==> src/rtl/hilo_mult_unit.sv <==
// HI/LO register unit: single-cycle MTHI/MTLO, iterative MULT/MULTU/MADD/MSUB.
// Optional HILO_ABORT_EN macro adds an Abort input that cancels an in-flight multiply.
module hilo_mult_unit #(
    parameter int unsigned BITS_PER_CYCLE = 1
) (
    input  logic        Clk,
    input  logic        Rst_n,
    input  logic        Valid,
    input  logic [3:0]  HiLoEnable,
    input  logic        Signed,
    input  logic [31:0] A,
    input  logic [31:0] B,
    output logic [31:0] Hi,
    output logic [31:0] Lo,
    output logic        Busy,
    output logic        Done
`ifdef HILO_ABORT_EN
    ,
    input  logic        Abort
`endif
);

    localparam int unsigned ITER  = 32 / BITS_PER_CYCLE;
    localparam int unsigned CNT_W = $clog2(ITER + 1);

    localparam logic [3:0] OpMtlo = 4'd1;
    localparam logic [3:0] OpMthi = 4'd2;
    localparam logic [3:0] OpMult = 4'd3;
    localparam logic [3:0] OpMadd = 4'd4;
    localparam logic [3:0] OpMsub = 4'd5;

    typedef enum logic [1:0] {
        StIdle,
        StMul,
        StFin
    } state_t;

    state_t                    r_state, w_state_nxt;
    logic [31:0]               r_hi, w_hi_nxt;
    logic [31:0]               r_lo, w_lo_nxt;
    logic [32:0]               r_mag_a, w_mag_a_nxt;
    logic [63:0]               r_prod, w_prod_nxt;
    logic [CNT_W-1:0]          r_cnt, w_cnt_nxt;
    logic                      r_neg, w_neg_nxt;
    logic [3:0]                r_op, w_op_nxt;
    logic                      r_done, w_done_nxt;

    logic                      w_abort;
    logic [32:0]               w_mag_a;
    logic [31:0]               w_mag_b;
    logic [BITS_PER_CYCLE-1:0] w_bits;
    logic [36:0]               w_addend;
    logic [36:0]               w_sum;
    logic [63:0]               w_step;
    logic [63:0]               w_p;
    logic [63:0]               w_hilo;
    logic [63:0]               w_result;

`ifdef HILO_ABORT_EN
    assign w_abort = Abort;
`else
    assign w_abort = 1'b0;
`endif

    // 33-bit magnitude so that -2^31 negates without overflow.
    assign w_mag_a = (Signed && A[31]) ? (33'd0 - {A[31], A}) : {1'b0, A};
    assign w_mag_b = (Signed && B[31]) ? (32'd0 - B) : B;

    // Right-shifting accumulator: multiplier sits in the low half of r_prod and is consumed
    // BITS_PER_CYCLE bits at a time while partial sums enter the high half.
    assign w_bits   = r_prod[BITS_PER_CYCLE-1:0];
    assign w_addend = 37'(r_mag_a) * 37'(w_bits);
    assign w_sum    = 37'(r_prod[63:32]) + w_addend;
    assign w_step   = 64'({w_sum, r_prod[31:0]} >> BITS_PER_CYCLE);

    assign w_p    = r_neg ? (64'd0 - r_prod) : r_prod;
    assign w_hilo = {r_hi, r_lo};

    always_comb begin
        w_result = w_p;
        case (r_op)
            OpMadd:  w_result = w_hilo + w_p;
            OpMsub:  w_result = w_hilo - w_p;
            default: w_result = w_p;
        endcase
    end

    always_comb begin
        w_state_nxt = r_state;
        w_hi_nxt    = r_hi;
        w_lo_nxt    = r_lo;
        w_mag_a_nxt = r_mag_a;
        w_prod_nxt  = r_prod;
        w_cnt_nxt   = r_cnt;
        w_neg_nxt   = r_neg;
        w_op_nxt    = r_op;
        w_done_nxt  = 1'b0;

        case (r_state)
            StIdle: begin
                if (Valid) begin
                    case (HiLoEnable)
                        OpMtlo: w_lo_nxt = A;
                        OpMthi: w_hi_nxt = A;
                        OpMult, OpMadd, OpMsub: begin
                            w_mag_a_nxt = w_mag_a;
                            w_prod_nxt  = {32'd0, w_mag_b};
                            w_neg_nxt   = Signed & (A[31] ^ B[31]);
                            w_op_nxt    = HiLoEnable;
                            w_cnt_nxt   = CNT_W'(ITER);
                            w_state_nxt = StMul;
                        end
                        default: ;
                    endcase
                end
            end
            StMul: begin
                w_prod_nxt = w_step;
                w_cnt_nxt  = r_cnt - CNT_W'(1);
                if (r_cnt == CNT_W'(1)) begin
                    w_state_nxt = StFin;
                end
            end
            StFin: begin
                w_hi_nxt    = w_result[63:32];
                w_lo_nxt    = w_result[31:0];
                w_done_nxt  = 1'b1;
                w_state_nxt = StIdle;
            end
            default: w_state_nxt = StIdle;
        endcase

        // Abort wins over the FIN write; it is meaningless while idle.
        if (w_abort && (r_state != StIdle)) begin
            w_state_nxt = StIdle;
            w_hi_nxt    = r_hi;
            w_lo_nxt    = r_lo;
            w_done_nxt  = 1'b0;
        end
    end

    always_ff @(posedge Clk or negedge Rst_n) begin
        if (!Rst_n) begin
            r_state <= StIdle;
            r_hi    <= 32'd0;
            r_lo    <= 32'd0;
            r_mag_a <= 33'd0;
            r_prod  <= 64'd0;
            r_cnt   <= '0;
            r_neg   <= 1'b0;
            r_op    <= 4'd0;
            r_done  <= 1'b0;
        end else begin
            r_state <= w_state_nxt;
            r_hi    <= w_hi_nxt;
            r_lo    <= w_lo_nxt;
            r_mag_a <= w_mag_a_nxt;
            r_prod  <= w_prod_nxt;
            r_cnt   <= w_cnt_nxt;
            r_neg   <= w_neg_nxt;
            r_op    <= w_op_nxt;
            r_done  <= w_done_nxt;
        end
    end

    assign Hi   = r_hi;
    assign Lo   = r_lo;
    assign Busy = (r_state != StIdle);
    assign Done = r_done;

endmodule

==> config.mk <==
export PLATFORM = sky130hd
export DESIGN_NAME = hilo_mult_unit
export DESIGN_NICKNAME = d
export VERILOG_FILES = /design/src/rtl/hilo_mult_unit.sv
export SDC_FILE = /design/constraint.sdc
export NUM_CORES = 1
export LEC_CHECK = 0
export BUFFER_PORTS_ARGS = -buffer_cell sky130_fd_sc_hd__buf_4
export CAP_MARGIN = 0
export CELL_PAD_IN_SITES_DETAIL_PLACEMENT = 0
export CELL_PAD_IN_SITES_GLOBAL_PLACEMENT = 2
export CORE_MARGIN = 1.5
export CORE_UTILIZATION = 40
export DETAILED_ROUTE_END_ITERATION = 6
export PLACE_DENSITY_LB_ADDON = 0.15
export SLEW_MARGIN = 20
export SYNTH_ARGS = -nofsm -noshare
export SYNTH_HDL_FRONTEND = slang
export SYNTH_SLANG_ARGS = --single-unit
==> constraint.sdc <==
create_clock -name Clk -period 16.5 [get_ports Clk]
set_clock_uncertainty 0.1 [all_clocks]
set_input_delay 3.3 -clock Clk [delete_from_list [all_inputs] [get_ports Clk]]
set_output_delay 3.3 -clock Clk [all_outputs]
set_load 0.1 [all_outputs]
==> results of run 1 <==
[layer usage]
layer | track usage, % | share of wire (%) | vias up
li1 | - | - | 8498
met1 | 46.0 | 49 | 8456
met2 | 44.2 | 42 | 626
met3 | 5.18 | 7.1 | 54
met4 | 8.76 | 2.0 | 0
met5 | 0 | 0 | -
[layout make-up]
cell class	instances	area share [%]
flip-flops and latches	175	22.3
inverters	53	1.01
clock buffers	18	2.24
well taps	585	3.73
repair buffers	159	6.13
multi-input cells	1937	63.8
clock inverters	14	0.740
[logic make-up (layout without fill, tap and decap cells)]
kind of cell	count (synthesis)	in the layout	share of synthesized area, %
xor+xnor	268	268	13.3
mux	8	8	0.469
flops	175	175	24.8
simple gates	768	768	21.2
compound gates	790	790	28.5
fa+ha+maj	103	103	7.40
buf+inv	192	244	4.23
[path summary, 6_finish.rpt]
check                      cells past startpoint         from  slack (ps)     endpoint
min in group asynchronous                      1        Rst_n        2780   r_prod[10]
max in group asynchronous                      2        Rst_n       12170       Hi[21]
max                                           22    r_prod[0]        8690       Hi[29]
min                                            2  r_mag_a[14]         380  r_mag_a[14]
max reg2reg                                   22    r_prod[0]        8690       Hi[29]
min reg2reg                                    2  r_mag_a[14]         380  r_mag_a[14]
[state kept, by name (all words and copies together), names as in the netlist, 2 cells and up]
signal	flops
Hi	32
Lo	32
r_cnt	6
r_mag_a	33
r_op	4
r_prod	64
r_state	2
[cells in the mapped netlist (all sizes together), types with 7 or more instances]
master,n,area (um2)
nand3,45,235
o22ai,24,150
nand2b,19,119
clkbuf,124,465
and2,49,307
nor2,173,649
o21ai,223,1120
a21oi,181,906
a211oi,36,270
o21bai,11,82.6
ha,101,1260
nor2b,23,144
nor4,27,190
xor2,132,1160
a21o,64,480
o31ai,48,365
and3,24,150
or2,17,106
nand4,35,219
o211ai,17,128
xnor2,136,1190
nand2,257,965
dfrtp,175,4380
a31oi,41,257
a22oi,29,218
or4,20,158
a221oi,7,61.3
buf,15,81.3
nor3,39,200
or3,17,106
o21a,16,120
inv,50,188
o41ai,23,235
[through the flow]
step	utilization [%]	std cells	area [um2]	hold WS [ps]	setup slack (ps)
CTS	45.3	2941	19600	384	8530
detailed placement	44.0	2909	19000	357	8540
finish	45.3	2941	19600	384	8690
global route	45.3	2941	19600	418	8160
global placement	44.0	2909	19000	352	8690
floorplan	-	2304	17600	330	9920
[critical path: stages (launching register included)]
cell      delay [ps]
dfrtp_2          630
inv_1            200
ha_1             250
or4b_1           610
nor4_1           670
nand3_1          160
a31oi_1          550
nand4_1          210
or4_4            560
nor3_1           540
a21oi_1          160
xnor2_1          170
ha_1             480
nand4_1          120
nor4_1           350
nand3_1          160
or4_1            420
a21oi_1          190
o31ai_1          140
o31ai_1          520
a211oi_1         180
mux2i_1          200
a21oi_1           90
==> results.ini, run 1 <==
[worst_setup_path]
critPathArrivalTime_ps=8070
end_kind=register
required_ps=16760
cp_max_fo=41
start_kind=register
worst-setup-path-type=reg2reg

[clock_network]
cts_buffers=17
post_cts_resized=0
cts_tree=yes
cts.sinks=175
clk_pin_slew_ps=90
insertion_delay_ps=510
ctsHoldBuffers=0
cts-root-buf=clkbuf_16
htree_num_levels=4
cts_buffer_depth=2
postCtsSetupBuffers=0

[timing]
setup_viol=0
slew_violations=0
hold_violations=0
max-slew-margin-rel_pct=36.8
setup_tns_ps=0
rsz0062_at_grt=no
layout_min_cycle_time_ps=7810
tightest_slew_ps=947
fin_crit_sh_pct=47.3
max_freq_mhz=128

[synthesis]
synthArstFlopShare_pct=100
yosysWarnings=0
synth_ff_type=dfrtp_1
synth_cell_types=84
ys_seq_area_share_pct=24.8
netlist_area_um2=17600
synth_edf_count=0
synthCells=2304
syn-num-nets=2479
ys_seq_elements=175
avgSynthCellArea_um2=7.65

[finish]
antenna_cells=0
nets=2518
area_delta_synth_final_pct=11.3
layout_common_cells=nand2_1 (257), o21ai_0 (220), a21oi_1 (181), dfrtp_1 (173), nor2_1 (172)
final_common_cell=nand2_1
filler_cell_count=4469
regArea_um2=4380
drive_above_1_share_pct=10.1
multiInputGateArea_um2=12500

[placement]
io_buffer_count=137
hpwl_mm=53.0
globalplace.congestion=0.959

[detailed_routing]
drt-total-wl_mm=68.4
dr.pass1.iters=5
drt-initial-drc-count=1730
wl_per_cell_um=23.3
vias_per_cell=6.00
routed-via-count=17600
ant_nets=0
drt_drc_violations_left=0

[global_route]
grtUsageTotal_pct=30.6
antenna_found_initial=1
grt_pass1_wl_mm=103
grt_pass1_vias=16400
grt_max_degree=102
grt-ovfl-total=0

[floorplanning]
die_w_um=213
dieArea_um2=45300
rows=76
pin_count=138
start_util_pct=40.7
die_h_um=213
core_um2=43300

[run]
max_cap_viol_count=0

[run_status]
status=finished, final reports clean

[hold_path]
hp-class=reg2reg

Power of run 1 is left out: the tool's default activity adds up to more than one toggle a clock period on the data nets, which glitch-free logic cannot reach.
==> inputs of run 2 (changes only) <==
CORE_UTILIZATION = 37   (was 40)
clock period = 7.3 ns   (was 16.5 ns; I/O delays follow)
==> results.ini, run 2 (same netlist as run 1, synthesis figures left out) <==
[clock_network]
insertion_delay_ps=500  ; was 510 ps
cts_buffers=17  ; unchanged
cts-root-buf=clkbuf_16  ; unchanged
clk_pin_slew_ps=80  ; was 90 ps
cts.sinks=175  ; unchanged
cts_buffer_depth=2  ; unchanged
htree_num_levels=4  ; unchanged
ctsHoldBuffers=0  ; unchanged
cts_tree=yes  ; unchanged

[placement]
hpwl_mm=54.7  ; was 53.0 mm
dpl_worst_slack_ps=147  ; was 8540 ps
globalplace.congestion=0.956  ; was 0.959
io_buffer_count=137  ; unchanged
placed_area_um2=19400  ; was 19000 um2

[finish]
largest_register_ffs=64  ; unchanged
area_delta_synth_final_pct=14.1  ; was 11.3%
max_flop_register=r_prod  ; unchanged
nets=2566  ; was 2518
largestRegisters=r_prod: 64 flops, r_mag_a: 33 flops  ; unchanged
design_area_um2=20100  ; was 19600 um2
layout_common_cells=nand2_1 (257), o21ai_0 (220), buf_4 (206), a21oi_1 (181), dfrtp_1 (174)  ; was nand2_1 (257), o21ai_0 (220), a21oi_1 (181), dfrtp_1 (173), nor2_1 (172)
drive_above_1_share_pct=12.1  ; was 10.1%
final_common_cell=nand2_1  ; unchanged

[global_route]
grt-ovfl-total=0  ; unchanged
grt_pass1_wl_mm=107  ; was 103 mm
antenna_found_initial=1  ; unchanged
grtUsageTotal_pct=28.8  ; was 30.6%
grt_pass1_vias=16400  ; about the same
grt_max_degree=78  ; was 102

[worst_setup_path]
r2r_start=r_prod[10]  ; was r_prod[0]
end_kind=register  ; unchanged
critPathArrivalTime_ps=7240  ; was 8070 ps
worst_r2r_path_depth=21  ; was 22
start_kind=register  ; unchanged
cp_max_fo=7  ; was 41
r2r_slack_ps=310  ; was 8690 ps
required_ps=7550  ; was 16760 ps
worst-setup-path-type=reg2reg  ; unchanged
r2r-end=Hi[31]  ; was Hi[29]

[timing]
fin_crit_sh_pct=95.8  ; was 47.3%
max-slew-margin-rel_pct=26.3  ; was 36.8%
max_freq_mhz=143  ; was 128 MHz
layout_min_cycle_time_ps=6990  ; was 7810 ps
setup_viol=0  ; unchanged
rsz0062_at_grt=no  ; unchanged
slew_violations=0  ; unchanged
fin_ws_ps=310  ; was 8690 ps
setup_tns_ps=0  ; unchanged
hold_violations=0  ; unchanged
tightest_slew_ps=1100  ; was 947 ps

[detailed_routing]
wl_per_cell_um=23.6  ; was 23.3 um
drt-initial-drc-count=1972  ; was 1730
m1WireLength_mm=35.4  ; was 33.6 mm
drt-total-wl_mm=71.1  ; was 68.4 mm
routed-via-count=17900  ; was 17600
highest_layer=met4  ; unchanged
dr.pass1.iters=5  ; unchanged
ant_nets=0  ; unchanged
drt_drc_violations_left=0  ; unchanged
wl_met3_mm=4.77  ; was 4.83 mm
vias_per_cell=5.93  ; was 6.00
met2_length_mm=28.8  ; was 28.6 mm

[run_status]
status=finished, final reports clean  ; unchanged

[floorplanning]
die_w_um=221  ; was 213 um
pin_count=138  ; unchanged
dieArea_um2=48900  ; was 45300 um2
die_h_um=221  ; was 213 um
start_util_pct=37.7  ; was 40.7%
rows=79  ; was 76
core_um2=46800  ; was 43300 um2

[hold_path]
hp-class=reg2reg  ; unchanged
hold_depth=2  ; unchanged
hold_start=r_mag_a[31]  ; was r_mag_a[14]
hold_path_end=r_mag_a[31]  ; was r_mag_a[14]

[run]
max_cap_viol_count=0  ; unchanged

run 2: changes by cell type in the layout (fill, tap and decap cells not counted), moves of 2 or more:
cell / change
clkinv_4: -5
inv_6: +6
nor4_2: +3
bufinv_16: +4
nor2_2: +3
clkbuf_1: +2
nor2_1: -3
inv_8: -5
nor4_1: -3
buf_4: +49
run 2: cell type report:
type | instances | area (um2)
inverter | 53 | 199
sequential | 175 | 4380
clock inverter | 12 | 194
antenna | 1 | 2.50
tap | 607 | 759
multi-input combinational | 1937 | 12600
fill | 4861 | 26600
clock buffer | 20 | 447
timing repair buffer | 207 | 1560
run 2: per-stage QoR:
| stage | cells | hold WS, ps | util, % |
|---|---|---|---|
| after global routing | 3011 | 408 | 43.0 |
| after detailed placement | 2976 | 360 | 41.5 |
| after floorplan | 2304 | 330 | - |
| final | 3012 | 370 | 43.0 |
| after global placement | 2976 | 347 | 41.5 |
| after CTS | 3008 | 381 | 42.9 |
run 2: routing by layer:
layer  global-route usage (%)  up-vias
met2                     40.4      576
met3                     5.21       63
li1                         -     8605
met5                        0        -
met4                     9.94        0
met1                     43.6     8609
run 2: worst max-delay path by stage:
| stage | startpoint | to | slack, ps | cells past startpoint |
|---|---|---|---|---|
| after floorplan | r_prod[0] | Hi[25] | 720 | 27 |
| after global placement | r_prod[1] | Hi[31] | 300 | 24 |
| after detailed placement | r_prod[1] | Hi[31] | 150 | 25 |
| after CTS | r_prod[1] | Hi[31] | 120 | 25 |
| after global routing | r_prod[1] | Hi[31] | 6 | 25 |
| final | r_prod[10] | Hi[31] | 310 | 21 |
run 2: worst max-delay path: stages (launching register included):
cell and delay, ps:
dfrtp_1 440, or4_1 680, or3_1 560, or4_1 550, a211oi_1 400, o2111ai_1 220, or4_4 490, nor4_1 410
nor2_1 100, xnor2_1 270, ha_1 300, buf_4 160, a21o_1 180, a21o_1 170, a21oi_1 210, o211ai_1 170
a311oi_1 400, a21boi_0 200, o32ai_1 360, xnor2_1 180, xnor2_1 150, o221ai_1 140
run 2: timing repair:
action / CTS / global route
resized for setup: 0 / 8
setup endpoints to repair: 0 / 11
buffers inserted: 0 / 3
Power of run 2 is left out for the same reason.
==> inputs of run 3 (changes only) <==
ABC_AREA = 1   (was not set)
CORE_UTILIZATION = 34   (was 37)
==> results.ini, run 3 <==
[synthesis]
synthTopCellsByCount=nand2_1 (763), nor2_1 (452), inv_1 (412)  ; was nand2_1 (257), o21ai_0 (220), a21oi_1 (181)
netlist_area_um2=19500  ; was 17600 um2
synthCells=3183  ; was 2304
avgSynthCellArea_um2=6.13  ; was 7.65 um2
synth_cell_types=62  ; was 84
ys_seq_area_share_pct=22.4  ; was 24.8%
synth_ff_type=dfrtp_1  ; unchanged
synth_top_cell_by_area=dfrtp_1  ; unchanged
ys_top_cells_by_area=dfrtp_1 (22%), nand2_1 (15%), nor2_1 (8.7%)  ; was dfrtp_1 (25%), ha_1 (7.2%), xnor2_1 (6.8%)
synthArstFlopShare_pct=100  ; unchanged
yosysWarnings=0  ; unchanged
synth_edf_count=0  ; unchanged
ys_seq_elements=175  ; unchanged
yosys.area.top_type_share_pct=22.4  ; was 24.8%
synth_most_common_cell=nand2_1  ; unchanged
syn-num-nets=3358  ; was 2479

[clock_network]
cts-root-buf=clkbuf_16  ; unchanged
post_cts_resized=0  ; unchanged
cts_buffer_depth=2  ; unchanged
htree_num_levels=4  ; unchanged
cts_buffers=17  ; unchanged
insertion_delay_ps=530  ; was 500 ps
cts_tree=yes  ; unchanged
clk_pin_slew_ps=80  ; about the same
postCtsSetupBuffers=0  ; unchanged
cts.sinks=175  ; unchanged
ctsHoldBuffers=0  ; unchanged

[finish]
final_common_cell=nand2_1  ; unchanged
nets=3450  ; was 2566
largest_register_ffs=64  ; unchanged
antenna_cells=0  ; was 1
area_delta_synth_final_pct=12.7  ; was 14.1%
layout_common_cells=nand2_1 (762), nor2_1 (449), inv_1 (411), o21ai_0 (264), a21oi_1 (191)  ; was nand2_1 (257), o21ai_0 (220), buf_4 (206), a21oi_1 (181), dfrtp_1 (174)
largestRegisters=r_prod: 64 flops, r_mag_a: 33 flops  ; unchanged
max_flop_register=r_prod  ; unchanged
utilization_pct=38.9  ; was 43.0%
drive_above_1_share_pct=9.18  ; was 12.1%

[run_status]
status=finished, final reports clean  ; unchanged

[floorplanning]
rows=87  ; was 79
pin_count=138  ; unchanged
die_w_um=243  ; was 221 um
dieArea_um2=58900  ; was 48900 um2
core_um2=56600  ; was 46800 um2
die_h_um=243  ; was 221 um
start_util_pct=34.5  ; was 37.7%

[global_route]
grt_pass1_vias=20700  ; was 16400
grt_pass1_wl_mm=132  ; was 107 mm
grtUsageTotal_pct=30.0  ; was 28.8%
grt-ovfl-total=0  ; unchanged
antenna_found_initial=0  ; was 1
grt_max_degree=113  ; was 78

[worst_setup_path]
critPathArrivalTime_ps=6230  ; was 7240 ps
worst_r2r_path_depth=27  ; was 21
crit_path_start=r_prod[0]  ; was r_prod[10]
start_kind=register  ; unchanged
cp_max_fo=6  ; was 7
end_kind=register  ; unchanged
worst-setup-path-type=reg2reg  ; unchanged
required_ps=7650  ; was 7550 ps
r2r_start=r_prod[0]  ; was r_prod[10]

[timing]
max-slew-margin-rel_pct=27.9  ; was 26.3%
setup_tns_ps=0  ; unchanged
layout_min_cycle_time_ps=5870  ; was 6990 ps
max_freq_mhz=170  ; was 143 MHz
rsz0062_at_grt=no  ; unchanged
slew_violations=0  ; unchanged
tightest_slew_ps=1080  ; was 1100 ps
hold_violations=0  ; unchanged
setup_viol=0  ; unchanged
fin_crit_sh_pct=80.5  ; was 95.8%

[detailed_routing]
ant_nets=0  ; unchanged
drt-initial-drc-count=1825  ; was 1972
wl_per_cell_um=22.0  ; was 23.6 um
dr.pass1.iters=6  ; was 5
routed-via-count=21700  ; was 17900
drt_drc_violations_left=0  ; unchanged
drt-total-wl_mm=89.0  ; was 71.1 mm
vias_per_cell=5.36  ; was 5.93

[placement]
globalplace.congestion=0.989  ; was 0.956
io_buffer_count=137  ; unchanged
hpwl_mm=72.9  ; was 54.7 mm

[hold_path]
hold_start=r_mag_a[4]  ; was r_mag_a[31]
hold_depth=2  ; unchanged
hp-class=reg2reg  ; unchanged

[run]
max_cap_viol_count=0  ; unchanged

run 3: worst max-delay path: stages, from the launching register on:
cell      delay [ps]
dfrtp_1          390
inv_1            110
ha_1             250
inv_1             90
nand2_1           60
xor2_1           200
nor2_1           120
nand2_1           70
nor2_1           280
nand4_2          200
nor2_4           230
nand2_4          110
o41ai_1          520
nand2_1          170
xor2_1           220
ha_1             390
nand2_1          110
nor2_1           250
inv_1            150
nor3_1           530
a21boi_0         200
buf_4            200
nor2_1           180
nor2_1           120
or2_1            220
nand3_1          110
nand3_1           90
a21oi_1          140
run 3: metal layers:
layer | global-route usage (%) | routed length (um) | up-vias
met4 | 10.8 | 2860 | 0
met1 | 43.2 | 42800 | 10300
met3 | 4.12 | 5460 | 89
li1 | - | - | 10700
met2 | 45.4 | 37900 | 682
met5 | 0 | 0 | -
run 3: cell type report:
class / count / area [um2]
Fill cell: 6287 / 34600
Multi-Input combinational cell: 2501 / 13200
Sequential cell: 175 / 4380
Inverter: 420 / 1580
Timing Repair Buffer: 160 / 1220
Tap cell: 756 / 946
Clock buffer: 17 / 425
Clock inverter: 15 / 221
run 3: kinds of logic (layout without fill, tap and decap cells):
logic type	after synthesis	in the layout	share of synthesized area [%]
flip-flops	175	175	22.4
adder cells (fa/ha/maj)	103	103	6.68
AND/OR/NAND/NOR	1580	1580	34.9
AO/OA/AOI/OAI	679	679	19.8
buffers and inverters	507	612	9.93
XOR/XNOR	139	139	6.24
run 3: worst paths after layout:
path | to | slack [ps]
max | Hi[6] | 1430
min | r_mag_a[4] | 390
max reg2reg | Hi[6] | 1430
min reg2reg | r_mag_a[4] | 390
max in group asynchronous | r_neg | 5130
min in group asynchronous | r_cnt[4] | 800
run 3: through the flow:
stage          std cells  instance area, um2  setup slack [ps]  hold slack [ps]
2_1_floorplan       3183               19500              2630              337
3_3_place_gp        4012               21300              1500              366
3_5_place_dp        4012               21300              1590              374
4_1_cts             4044               22000              1550              395
5_1_grt             4044               22000              1110              411
6_report            4044               22000              1430              392
Power of run 3 is left out for the same reason.
